<file path="config.mk">
export PLATFORM = sky130hd
export DESIGN_NAME = ring_sequence_decoder_flat
export DESIGN_NICKNAME = d
export VERILOG_FILES = /design/src/rtl/ring_sequence_decoder_if.sv /design/src/rtl/ring_sequence_decoder.sv /design/src/flat_wrapper.sv
export SDC_FILE = /design/constraint.sdc
export NUM_CORES = 1
export LEC_CHECK = 0
export CAP_MARGIN = 20
export CORE_MARGIN = 2
export CORE_UTILIZATION = 57
export DETAILED_ROUTE_END_ITERATION = 6
export GPL_ROUTABILITY_DRIVEN = 0
export PLACE_DENSITY = 0.83
export SYNTH_ARGS = -nofsm -noshare
export SYNTH_HDL_FRONTEND = slang
export SYNTH_SLANG_ARGS = --single-unit
</file>
<file path="constraint.sdc">
create_clock -name clk -period 4 [get_ports clk]
set_clock_uncertainty 0.1 [all_clocks]
set_input_delay 0.4 -clock clk [delete_from_list [all_inputs] [get_ports clk]]
set_output_delay 0.4 -clock clk [all_outputs]
set_load 0.005 [all_outputs]
</file>
<file path="src/rtl/ring_sequence_decoder_if.sv">
`default_nettype none
// ============================================================================
//  Module   : ring_sequence_decoder_if
//  Brief    : Sample/status bundle between a ring-counter observer and the
//             ring_sequence_decoder phase decoder.
//  Revision : 1.0 - initial release
// ============================================================================
interface ring_sequence_decoder_if #(
  parameter int N = 4
);
  localparam int IW = (N > 1) ? $clog2(N) : 1;

  logic [N-1:0]  ring_in;
  logic          err_clr;
  logic [IW-1:0] idx;
  logic          valid;
  logic          locked;
  logic          err;
  logic [7:0]    err_cnt;

  // Driver side: supplies samples, observes decoder status
  modport master (
    output ring_in, err_clr,
    input  idx, valid, locked, err, err_cnt
  );

  // Decoder side
  modport slave (
    input  ring_in, err_clr,
    output idx, valid, locked, err, err_cnt
  );
endinterface
`default_nettype wire

</file>
<file path="src/rtl/ring_sequence_decoder.sv">
`default_nettype none
// ============================================================================
//  Module   : ring_sequence_decoder
//  Brief    : Decodes a rotating one-hot ring pattern to a binary phase index,
//             locks onto the rotation sequence and flags bad samples.
//             Optional macro RING_RESYNC_EN: while locked, a valid but
//             mismatching sample realigns the flywheel to the observed phase.
//  Revision : 1.0 - initial release
// ============================================================================
module ring_sequence_decoder #(
  parameter int N          = 4,
  parameter int DIR        = 0,
  parameter int LOCK_CNT   = 3,
  parameter int UNLOCK_CNT = 2
) (
  input  wire logic             clk,
  input  wire logic             rst,
  ring_sequence_decoder_if.slave bus
);
  localparam int IW = (N > 1) ? $clog2(N) : 1;
  localparam int MW = $clog2(LOCK_CNT + 1);
  localparam int UW = $clog2(UNLOCK_CNT + 1);

  typedef enum logic [1:0] {
    ST_HUNT   = 2'd0,
    ST_CHECK  = 2'd1,
    ST_LOCKED = 2'd2
  } state_t;

  state_t        r_state, w_state_nxt;
  logic [N-1:0]  r_exp, w_exp_nxt;
  logic [MW-1:0] r_match_cnt, w_match_nxt;
  logic [UW-1:0] r_miss_cnt, w_miss_nxt;
  logic          w_err;

  logic [N-1:0]  w_sample;
  logic          w_onehot;
  logic [IW-1:0] w_pos;

  logic [IW-1:0] r_idx;
  logic          r_valid;
  logic          r_locked;
  logic          r_err;
  logic [7:0]    r_err_cnt;

  assign w_sample = bus.ring_in;

  // One step of rotation in the configured direction, with wrap-around
  function automatic logic [N-1:0] rot(input logic [N-1:0] x);
    if (DIR == 0) return {x[N-2:0], x[N-1]};
    else          return {x[0], x[N-1:1]};
  endfunction

  // Classify the sample (exactly one bit set) and locate its set bit
  always_comb begin
    w_pos    = '0;
    w_onehot = (w_sample != '0) && ((w_sample & (w_sample - N'(1))) == '0);
    for (int i = 0; i < N; i++) begin
      if (w_sample[i]) w_pos = IW'(i);
    end
  end

  // Sequence tracker: next state, expected pattern, run counters, error strobe
  always_comb begin
    w_state_nxt = r_state;
    w_exp_nxt   = r_exp;
    w_match_nxt = r_match_cnt;
    w_miss_nxt  = r_miss_cnt;
    w_err       = 1'b0;
    case (r_state)
      ST_HUNT: begin
        if (w_onehot) begin
          w_exp_nxt   = rot(w_sample);
          w_match_nxt = MW'(1);
          w_state_nxt = ST_CHECK;
        end
      end
      ST_CHECK: begin
        if (!w_onehot) begin
          w_state_nxt = ST_HUNT;
        end else if (w_sample == r_exp) begin
          w_match_nxt = r_match_cnt + MW'(1);
          w_exp_nxt   = rot(w_sample);
          if (int'(r_match_cnt) + 1 == LOCK_CNT) begin
            w_state_nxt = ST_LOCKED;
            w_miss_nxt  = '0;
          end
        end else begin
          // Valid but out of sequence: restart the run from this sample
          w_match_nxt = MW'(1);
          w_exp_nxt   = rot(w_sample);
        end
      end
      ST_LOCKED: begin
        // Flywheel keeps advancing regardless of what was observed
        w_exp_nxt = rot(r_exp);
        if (w_sample == r_exp) begin
          w_miss_nxt = '0;
        end else begin
          w_err      = 1'b1;
          w_miss_nxt = r_miss_cnt + UW'(1);
`ifdef RING_RESYNC_EN
          if (w_onehot) w_exp_nxt = rot(w_sample);
`endif
          if (int'(r_miss_cnt) + 1 == UNLOCK_CNT) w_state_nxt = ST_HUNT;
        end
      end
      default: w_state_nxt = ST_HUNT;
    endcase
  end

  // Tracker state registers
  always_ff @(posedge clk or posedge rst) begin
    if (rst) begin
      r_state     <= ST_HUNT;
      r_exp       <= '0;
      r_match_cnt <= '0;
      r_miss_cnt  <= '0;
    end else begin
      r_state     <= w_state_nxt;
      r_exp       <= w_exp_nxt;
      r_match_cnt <= w_match_nxt;
      r_miss_cnt  <= w_miss_nxt;
    end
  end

  // Registered outputs; idx holds its last good value across bad samples
  always_ff @(posedge clk or posedge rst) begin
    if (rst) begin
      r_idx     <= '0;
      r_valid   <= 1'b0;
      r_locked  <= 1'b0;
      r_err     <= 1'b0;
      r_err_cnt <= '0;
    end else begin
      r_valid  <= w_onehot;
      if (w_onehot) r_idx <= w_pos;
      r_err    <= w_err;
      r_locked <= (w_state_nxt == ST_LOCKED);
      if (bus.err_clr)                      r_err_cnt <= '0;
      else if (w_err && r_err_cnt != 8'hFF) r_err_cnt <= r_err_cnt + 8'd1;
    end
  end

  assign bus.idx     = r_idx;
  assign bus.valid   = r_valid;
  assign bus.locked  = r_locked;
  assign bus.err     = r_err;
  assign bus.err_cnt = r_err_cnt;

endmodule
`default_nettype wire

</file>
<file path="src/flat_wrapper.sv">
// flat-port wrapper written by rule: the top's interface ports become plain ports
module ring_sequence_decoder_flat 
#(
  parameter int N          = 4,
  parameter int DIR        = 0,
  parameter int LOCK_CNT   = 3,
  parameter int UNLOCK_CNT = 2
)
  (clk, rst, bus_ring_in, bus_err_clr, bus_idx, bus_valid, bus_locked, bus_err, bus_err_cnt);
  ring_sequence_decoder_if #(.N(N)) bus_i ();
  input  wire logic clk;
  input  wire logic rst;
  input wire logic [$bits(bus_i.ring_in)-1:0] bus_ring_in;
  input wire logic [$bits(bus_i.err_clr)-1:0] bus_err_clr;
  output wire logic [$bits(bus_i.idx)-1:0] bus_idx;
  output wire logic [$bits(bus_i.valid)-1:0] bus_valid;
  output wire logic [$bits(bus_i.locked)-1:0] bus_locked;
  output wire logic [$bits(bus_i.err)-1:0] bus_err;
  output wire logic [$bits(bus_i.err_cnt)-1:0] bus_err_cnt;
  assign bus_i.ring_in = bus_ring_in;
  assign bus_i.err_clr = bus_err_clr;
  assign bus_idx = bus_i.idx;
  assign bus_valid = bus_i.valid;
  assign bus_locked = bus_i.locked;
  assign bus_err = bus_i.err;
  assign bus_err_cnt = bus_i.err_cnt;
  ring_sequence_decoder #(.N(N), .DIR(DIR), .LOCK_CNT(LOCK_CNT), .UNLOCK_CNT(UNLOCK_CNT)) u_core (.clk(clk), .rst(rst), .bus(bus_i));
endmodule
</file>
# ---- Word-level counts from Yosys, hierarchy flattened
# Index checks and enable logic that the tools add are counted.
dict set report totals {
  output_inout_bits 13
  in_bits 7
  ff_bits 23
  word_cells 66
}
dict set report classes {
  n_mux 25
  addsub 6
  bitwise 1
  n_reduce_logical 13
  n_eq_ne 12
}
# cell n
set ops {}
lappend ops {{equality test 32 x 3 -> 1 bit (second input constant)} 2}
lappend ops {{2-to-1 mux 2 bit} 15}
lappend ops {{2-to-1 mux 8 bit} 2}
lappend ops {{inequality test 2 x 1 -> 1 bit (second input constant)} 5}
lappend ops {{adder 8 x 1 -> 8 bit (second input constant)} 1}
lappend ops {{inequality test 8 bit (second input constant)} 1}
lappend ops {{case mux 2 bit (2 select lines)} 2}
lappend ops {{case mux 4 bit (2 select lines)} 1}
lappend ops {{nonzero test 2 bit} 4}
lappend ops {{adder 2 x 1 -> 3 bit (second input constant)} 2}
lappend ops {{case mux 2 bit (3 select lines)} 1}
lappend ops {{adder 2 x 1 -> 2 bit (second input constant)} 2}
lappend ops {{bitwise AND 4 bit} 1}
lappend ops {{equality test 2 bit (second input constant)} 2}
lappend ops {{equality test 4 bit} 1}
lappend ops {{logical NOT 4 bit} 1}
lappend ops {{2-to-1 mux 4 bit} 1}
lappend ops {{AND reduction 4 bit} 1}
lappend ops {{nonzero test 4 bit} 1}
lappend ops {{subtractor 4 x 1 -> 4 bit (second input constant)} 1}
lappend ops {{2-to-1 mux 1 bit} 3}
lappend ops {{AND reduction 3 bit} 1}
lappend ops {{equality test 2 x 1 -> 1 bit (second input constant)} 1}
lappend ops {{logical AND 1 bit} 2}
lappend ops {{other kinds (3)} 3}

# ---- Depth between registers and ports, before layout
# Gate-level depths: netlist of run 1.
dict set report depth {
  ltp_word 7
  mapped_depth 6
  mapped_depth_nobuf 5
}

# ---- Worst setup path before layout of run 1
# No wires, ideal clock.
dict set report synth_timing {
  path_type {input port to flip-flop}
  from {input port bus_ring_in[0]}
  to {register u_core.r_miss_cnt[1]}
  setup_ns 0.130
  path_stages 5
  path_slack_ns 2.201
  required_ns 3.770
  path_buffers 1
  arrival_time_ns 1.569
  cell_sequence {buf_6 xor2_2 or4_4 a211oi_4 o32ai_1}
}
dict set report synth_between {
  elab_chain_len 6
  word_cells_on_any_way 11
  cone_classes {add/sub (1); eq/ne (3); mux (2); bitwise (1); reduce/logical (4)}
}
# item line_no
set synth_rtl {}
lappend synth_rtl {{start: declaration} flat_wrapper.sv:13} ;# input wire logic [$bits(bus_i.ring_in)-1:0] bus_ring_in;
lappend synth_rtl {{subtractor 4 x 1 -> 4 bit} ring_sequence_decoder.sv:57} ;# w_onehot = (w_sample != '0) && ((w_sample & (w_sample - N'(1))) == '0);
lappend synth_rtl {{bitwise AND 4 bit} ring_sequence_decoder.sv:57}
lappend synth_rtl {{logical NOT 4 bit} ring_sequence_decoder.sv:57}
lappend synth_rtl {{logical AND 1 bit} ring_sequence_decoder.sv:57}
lappend synth_rtl {{inequality test 2 x 1 -> 1 bit (no line)} -}
lappend synth_rtl {{AND reduction 4 bit (no line)} -}
lappend synth_rtl {{end signal: assignment} ring_sequence_decoder.sv:123} ;# r_miss_cnt <= w_miss_nxt;
lappend synth_rtl {{end: declaration} ring_sequence_decoder.sv:33} ;# logic [UW-1:0] r_miss_cnt, w_miss_nxt;
# Several ways; a longest one is shown, not always the timed one.
# A chain may end at the register's enable or synchronous reset.

# ---- Worst setup path after layout of run 1
dict set report layout_timing {
  from {input port bus_ring_in[1]}
  to {register u_core.r_match_cnt[0]}
}
dict set report layout_between {
  elab_chain_len 6
  word_cells_on_any_way 12
  cone_classes {add/sub (1); eq/ne (3); mux (3); bitwise (1); reduce/logical (4)}
}
# item line_no
set layout_rtl {}
lappend layout_rtl {{subtractor 4 x 1 -> 4 bit} ring_sequence_decoder.sv:57}
lappend layout_rtl {{bitwise AND 4 bit} ring_sequence_decoder.sv:57}
lappend layout_rtl {{logical NOT 4 bit} ring_sequence_decoder.sv:57}
lappend layout_rtl {{logical AND 1 bit} ring_sequence_decoder.sv:57}
lappend layout_rtl {{inequality test 2 x 1 -> 1 bit (no line)} -}
lappend layout_rtl {{AND reduction 3 bit (no line)} -}
lappend layout_rtl {{end signal: assignment} ring_sequence_decoder.sv:122} ;# r_match_cnt <= w_match_nxt;
lappend layout_rtl {{end: declaration} ring_sequence_decoder.sv:32} ;# logic [MW-1:0] r_match_cnt, w_match_nxt;
# Several ways; a longest one is shown, not always the timed one. The select of a mux whose other input is x is not followed.

==> impl_metrics.toml, run 1 <==
[global_routing]
grt_pass1_wl_um = 4510
antenna_found_initial = 0
grt_max_degree = 24
grt_pass1_vias = 1034
grtUsageTotal_pct = 22.2
gr-total-overflow = 0

[power]
power.leakage_nw = 0.661
sw_frac_of_total_pct = 27.8
pwr-share-clk_pct = 24.5
total_power_mw = 0.434
p_sw_mw = 0.121
peakVddDrop_mv = 0.199
cellPowerDensity_mw_per_mm2 = 276
power_frac_seq_pct = 58.8
power.internal_mw = 0.314
combinationalPowerShare_pct = 16.8

[drt]
wire_per_inst_um = 15.1
firstDrtPassIters = 4
totalWireLength_um = 2740
vias = 1106
viasPerCell = 6.08
drtAntennaViolNets = 0
first_iter_violations = 25
drc = 0

[cells_and_area]
drive_gt1_share_pct = 11.7
fin_cells = 182
fillCellCount = 174
fin_nets = 165
num_antenna_cells = 0
area_growth_pct = 15.3

[worst_setup_path]
required_ns = 4.11
startpoint_type = "input port"
r2r_cells = 5
crit_path_max_fanout = 12
r2r_start = "u_core.r_state[1]"
crit_arrival_ns = 2.41
end_kind = "flop"
r2r_end = "u_core.bus.err_cnt[3]"
critPathLaunch = "bus_ring_in[1]"
r2r_slack_ns = 1.91
critPathKind = "input port to flop"

[synth]
synth.distinct_cells = 47
syn_area_mm2 = 0.00137
synth_most_common_cell = "dfrtp_1"
synth_seq_cells = 23
synth_top_cells_by_area = "dfrtp_1 42%, a21oi_1 4.4%, ha_1 2.7%, nand3_1 2.6%, nand2_1 2.5%"
netlist.area_leader.share_pct = 42.1
ys_warn_count = 0
async_flop_share_pct = 100
synth_area_leader_cell = "dfrtp_1"
synth_cells = 139
avgSynthCellArea_um2 = 9.83
yosysSeqAreaShare_pct = 42.1
synth_edf_count = 0
synth_common_cells = "23 x dfrtp_1, 12 x a21oi_1, 9 x nand2_1"
syn_nets = 149
ys.flop_type = "dfrtp_1"

[clocking]
cts_made_buffers = 3
clk_path_buf_depth = 2
cts.clk_slew.worst_paths_ns = 0.12
cts_hold_buf = 0
cts-resized-gates = 0
tritoncts = "built"
htree_levels = 1
cts_setup_buffers = 0
insertion_delay_ns = 0.31
cts_sinks = 23
cts_root_buf = "clkbuf_4"

[place]
dp_cells = 178
portBuffers = 19
hpwl_um = 2030

[timing]
finalHoldViolations = 0
fmax_mhz = 435
min_period_over_period_pct = 57.4
worst_pin_slew_ns = 0.840
maxSlewViolCount = 0
fin_setup_tns_ns = 0
report.final.setup_viol = 0
timing.final.crit_period_ns = 2.30
rsz0062_at_grt = "false"
whs_ns = 0.430
maxSlewHeadroom_pct = 43.9

[min_path]
holdPathStages = 1
min_from = "u_core.r_match_cnt[1]"
hp-class = "flop to flop"
whs_endpoint = "u_core.r_match_cnt[1]"

[floorplan]
fp.dieW_um = 53.0
start_util_pct = 61.2
core_mm2 = 0.00223
die-area_mm2 = 0.00280
rows = 17
die_h_um = 53.0
io_pins = 20

[flow_run]
max_cap_viol_count = 0

[run_status]
status = "finished clean"
==> worst max path at each step <==
stage | end | cells after the start
floorplan | u_core.r_miss_cnt[1] | 5
global placement | u_core.r_match_cnt[0] | 5
detailed placement | u_core.bus.err_cnt[5] | 6
CTS | u_core.bus.err_cnt[3] | 6
global route | u_core.bus.err_cnt[3] | 6
finish | u_core.r_match_cnt[0] | 5
==> logic make-up (layout without fill, tap and decap cells) <==
family	count (synthesis)	count (layout)	share of synthesized area, %
compound gates	41	41	21.7
mux	3	3	2.47
flops	23	23	42.1
simple gates	47	47	20.7
fa+ha+maj	3	3	2.75
buf+inv	17	32	5.95
xor+xnor	5	5	4.30
==> worst max-delay path, cell delays in order <==
cell and delay [ns]:
clkdlybuf4s50_1 0.73, xor2_1 0.21, nor4_2 0.65, nand3_1 0.14
mux2_2 0.28
==> per-layer routing <==
metal	global-route usage (%)	up-vias	wire, um
met5	0	-	0
met4	7.69	0	29
met3	2.82	4	111
met2	37.9	30	1310
met1	29.1	528	1290
li1	-	544	-
==> flip-flops by register name (all words and copies together) (netlist names) <==
register	flops
u_core.r_exp	4
u_core.bus.valid	1
u_core.r_state	2
u_core.bus.err_cnt	8
u_core.bus.idx	2
u_core.bus.locked	1
u_core.bus.err	1
u_core.r_miss_cnt	2
u_core.r_match_cnt	2
==> placed cells by master, fill, tap and decap left out, drive strengths merged, types with 4 or more instances in the layout <==
cell,netlist,final
dfrtp,23,23
nand3,7,7
o31ai,4,4
a21oi,12,12
inv,8,8
or4,4,4
or3,4,4
clkdlybuf4s50,0,19
xor2,5,5
nand2,9,9
nor2,6,6
o21ai,8,8
==> through the flow <==
| step | setup slack [ns] | util [%] | instance area, um2 |
|---|---|---|---|
| floorplan | 2.20 | - | 1370 |
| global placement | 1.45 | 69.3 | 1550 |
| detailed placement | 1.40 | 69.3 | 1550 |
| CTS | 1.72 | 70.5 | 1580 |
| global route | 1.58 | 70.5 | 1580 |
| finish | 1.70 | 70.5 | 1580 |
==> layout make-up <==
cell class	count	area (um2)	share of cell area (%)
flip-flops and latches	23	576	36.5
multi-input cells	99	709	45.0
well taps	28	35.0	2.22
inverters	8	30.0	1.91
clock buffers	3	22.5	1.43
clock inverters	1	5.00	0.318
repair buffers	20	198	12.5
==> power groups by stage <==
stage / registers [mW] / logic [mW] / clock network, mW
2_1_floorplan: 0.258 / 0.0504 / 0
3_3_place_gp: 0.259 / 0.0697 / 0
3_5_place_dp: 0.259 / 0.0732 / 0
4_1_cts: 0.255 / 0.0736 / 0.110
5_1_grt: 0.257 / 0.0809 / 0.122
6_report: 0.255 / 0.0728 / 0.106
(Power assumes the default switching activity.)
==> run 2: changes to the inputs <==
--- a/config.mk
+++ b/config.mk
@@ -7,10 +7,10 @@
 export LEC_CHECK = 0
 export CAP_MARGIN = 20
 export CORE_MARGIN = 2
-export CORE_UTILIZATION = 57
+export CORE_UTILIZATION = 48
 export DETAILED_ROUTE_END_ITERATION = 6
 export GPL_ROUTABILITY_DRIVEN = 0
-export PLACE_DENSITY = 0.83
+export PLACE_DENSITY = 0.75
 export SYNTH_ARGS = -nofsm -noshare
 export SYNTH_HDL_FRONTEND = slang
 export SYNTH_SLANG_ARGS = --single-unit
==> constraint.sdc (replaced) <==
create_clock -name clk -period 2.03 [get_ports clk]
set_clock_uncertainty 0.1 [all_clocks]
set_input_delay 0.203 -clock clk [delete_from_list [all_inputs] [get_ports clk]]
set_output_delay 0.203 -clock clk [all_outputs]
set_load 0.005 [all_outputs]
==> run 2 against run 1 <==
Die area is 17% higher. Hold slack worse by 0.31 ns. First-iteration DRC count is 12% lower. Sequential cell count stayed put. Sequential share of layout area is 2.4 points lower. Core utilization is 8.9 points lower. Register-to-register slack worse by 1.8 ns. Critical endpoint unchanged. Highest routed layer unchanged.
==> impl_metrics.toml, run 2 (synthesis gave the netlist of run 1 again) <==
[floorplan]
io_pins = 20
die_h_um = 57.4
die-area_mm2 = 0.00329
rows = 19
start_util_pct = 50.0
core_mm2 = 0.00273
fp.dieW_um = 57.4

[cells_and_area]
fin_nets = 179
mostFrequentLayoutCell = "dfrtp_1"
largest_register_ff_count = 8
fin_cells = 199
num_antenna_cells = 0
layout_common_cells = "23 x dfrtp_1, 19 x clkdlybuf4s50_1, 15 x buf_4, 12 x a21oi_1, 9 x nand2_1"
drive_gt1_share_pct = 19.0
stdcell_area_mm2 = 0.00168
area_growth_pct = 23.3

[timing]
maxSlewHeadroom_pct = 54.8
timing.final.crit_period_ns = 1.90
report.final.setup_viol = 0
finalHoldViolations = 0
min_period_over_period_pct = 93.7
fmax_mhz = 525
rsz0062_at_grt = "false"
fin_setup_tns_ns = 0
maxSlewViolCount = 0
setup_slack_ns = 0.127
worst_pin_slew_ns = 0.672

[worst_setup_path]
cpLargestDelayFamily = "simple AND/OR/NAND/NOR gates"
startpoint_type = "flop"
end_kind = "flop"
crit_arrival_ns = 2.01
critPathKind = "flop to flop"
worstPathBufferInverterCount = 0
r2r_slack_ns = 0.13
r2r_end = "u_core.r_match_cnt[0]"
critPathLaunch = "u_core.r_exp[1]"
r2r_start = "u_core.r_exp[1]"
endpoint = "u_core.r_match_cnt[0]"
cp_cell_sequence = "xor2_1 -> nor4_2 -> nand3_1 -> mux2_2"
required_ns = 2.13
cpPeakStageDelay_ns = 0.65
critPathSlowestCell = "nor4_2"
path_depth = 4
r2r_cells = 4
crit_path_max_fanout = 7

[global_routing]
grtUsageTotal_pct = 18.4
gr-total-overflow = 0
antenna_found_initial = 0
grt_pass1_wl_um = 4810
grt_max_degree = 24
grt_pass1_vias = 1132

[power]
total_power_mw = 0.875
power.leakage_nw = 0.728
cellPowerDensity_mw_per_mm2 = 519
peakVddDrop_mv = 0.395

[clocking]
insertion_delay_ns = 0.30
cts_hold_buf = 0
cts_root_buf = "clkbuf_4"
cts_setup_buffers = 0
cts_sinks = 23
tritoncts = "built"
htree_levels = 1
clk_path_buf_depth = 2
cts.clk_slew.worst_paths_ns = 0.12
cts_made_buffers = 3
cts-resized-gates = 0

[place]
dp_cells = 195
hpwl_um = 2150
dpl_cell_area_mm2 = 0.00166
portBuffers = 19
pre_cts_ws_ns = -0.120

[drt]
wire_per_inst_um = 14.1
drc = 0
vias = 1164
totalWireLength_um = 2810
first_iter_violations = 22
drtAntennaViolNets = 0
firstDrtPassIters = 4
viasPerCell = 5.85

[flow_run]
max_cap_viol_count = 0

[run_status]
status = "finished clean"

[min_path]
hp-class = "input port to async pin"
-- run 2: changes by cell type in the layout (fill, tap and decap cells not counted) --
cell | before | now
buf_4 | 1 | 15
-- run 2: layer usage --
| metal | wire [um] | vias up | GRT usage, % |
|---|---|---|---|
| met5 | 0 | - | 0 |
| met4 | 40 | 0 | 9.30 |
| met3 | 113 | 6 | 2.49 |
| met2 | 1350 | 30 | 30.5 |
| met1 | 1310 | 553 | 23.4 |
| li1 | - | 575 | - |
-- run 2: area by class of cell --
class / count / area, um2
Multi-Input combinational cell: 99 / 709
Tap cell: 31 / 38.8
Clock inverter: 1 / 5.00
Clock buffer: 3 / 22.5
Inverter: 8 / 30.0
Timing Repair Buffer: 34 / 303
Sequential cell: 23 / 576
Fill cell: 225 / 1050
-- run 2: worst min path at each step --
stage | startpoint | endpoint | cells past startpoint
6_report | rst | u_core.r_miss_cnt[1] | 3
5_1_grt | rst | u_core.bus.err_cnt[0] | 3
4_1_cts | rst | u_core.bus.err | 3
3_5_place_dp | u_core.r_match_cnt[1] | u_core.r_match_cnt[1] | 1
3_3_place_gp | u_core.r_match_cnt[1] | u_core.r_match_cnt[1] | 1
2_1_floorplan | rst | u_core.bus.err | 1
-- run 2: per-stage QoR --
stage / hold WS (ns) / utilization, %
floorplan: 0.105 / -
global placement: 0.397 / 60.6
detailed placement: 0.407 / 60.6
CTS: 0.115 / 61.6
global route: 0.159 / 61.6
finish: 0.119 / 61.6
-- run 2: where the power goes --
group,switching [mW],total [mW],internal (mW),leakage (nW)
Clock,0.135,0.208,0.0734,0.0177
Combinational,0.0840,0.164,0.0796,0.412
Sequential,0.0223,0.503,0.481,0.298
Total,0.241,0.875,0.634,0.728
-- run 2: worst register-to-register path, cell delays in order, from the launching register on --
cell and delay, ns:
dfrtp_1 0.43, xor2_1 0.21, nor4_2 0.65, nand3_1 0.13
mux2_2 0.28
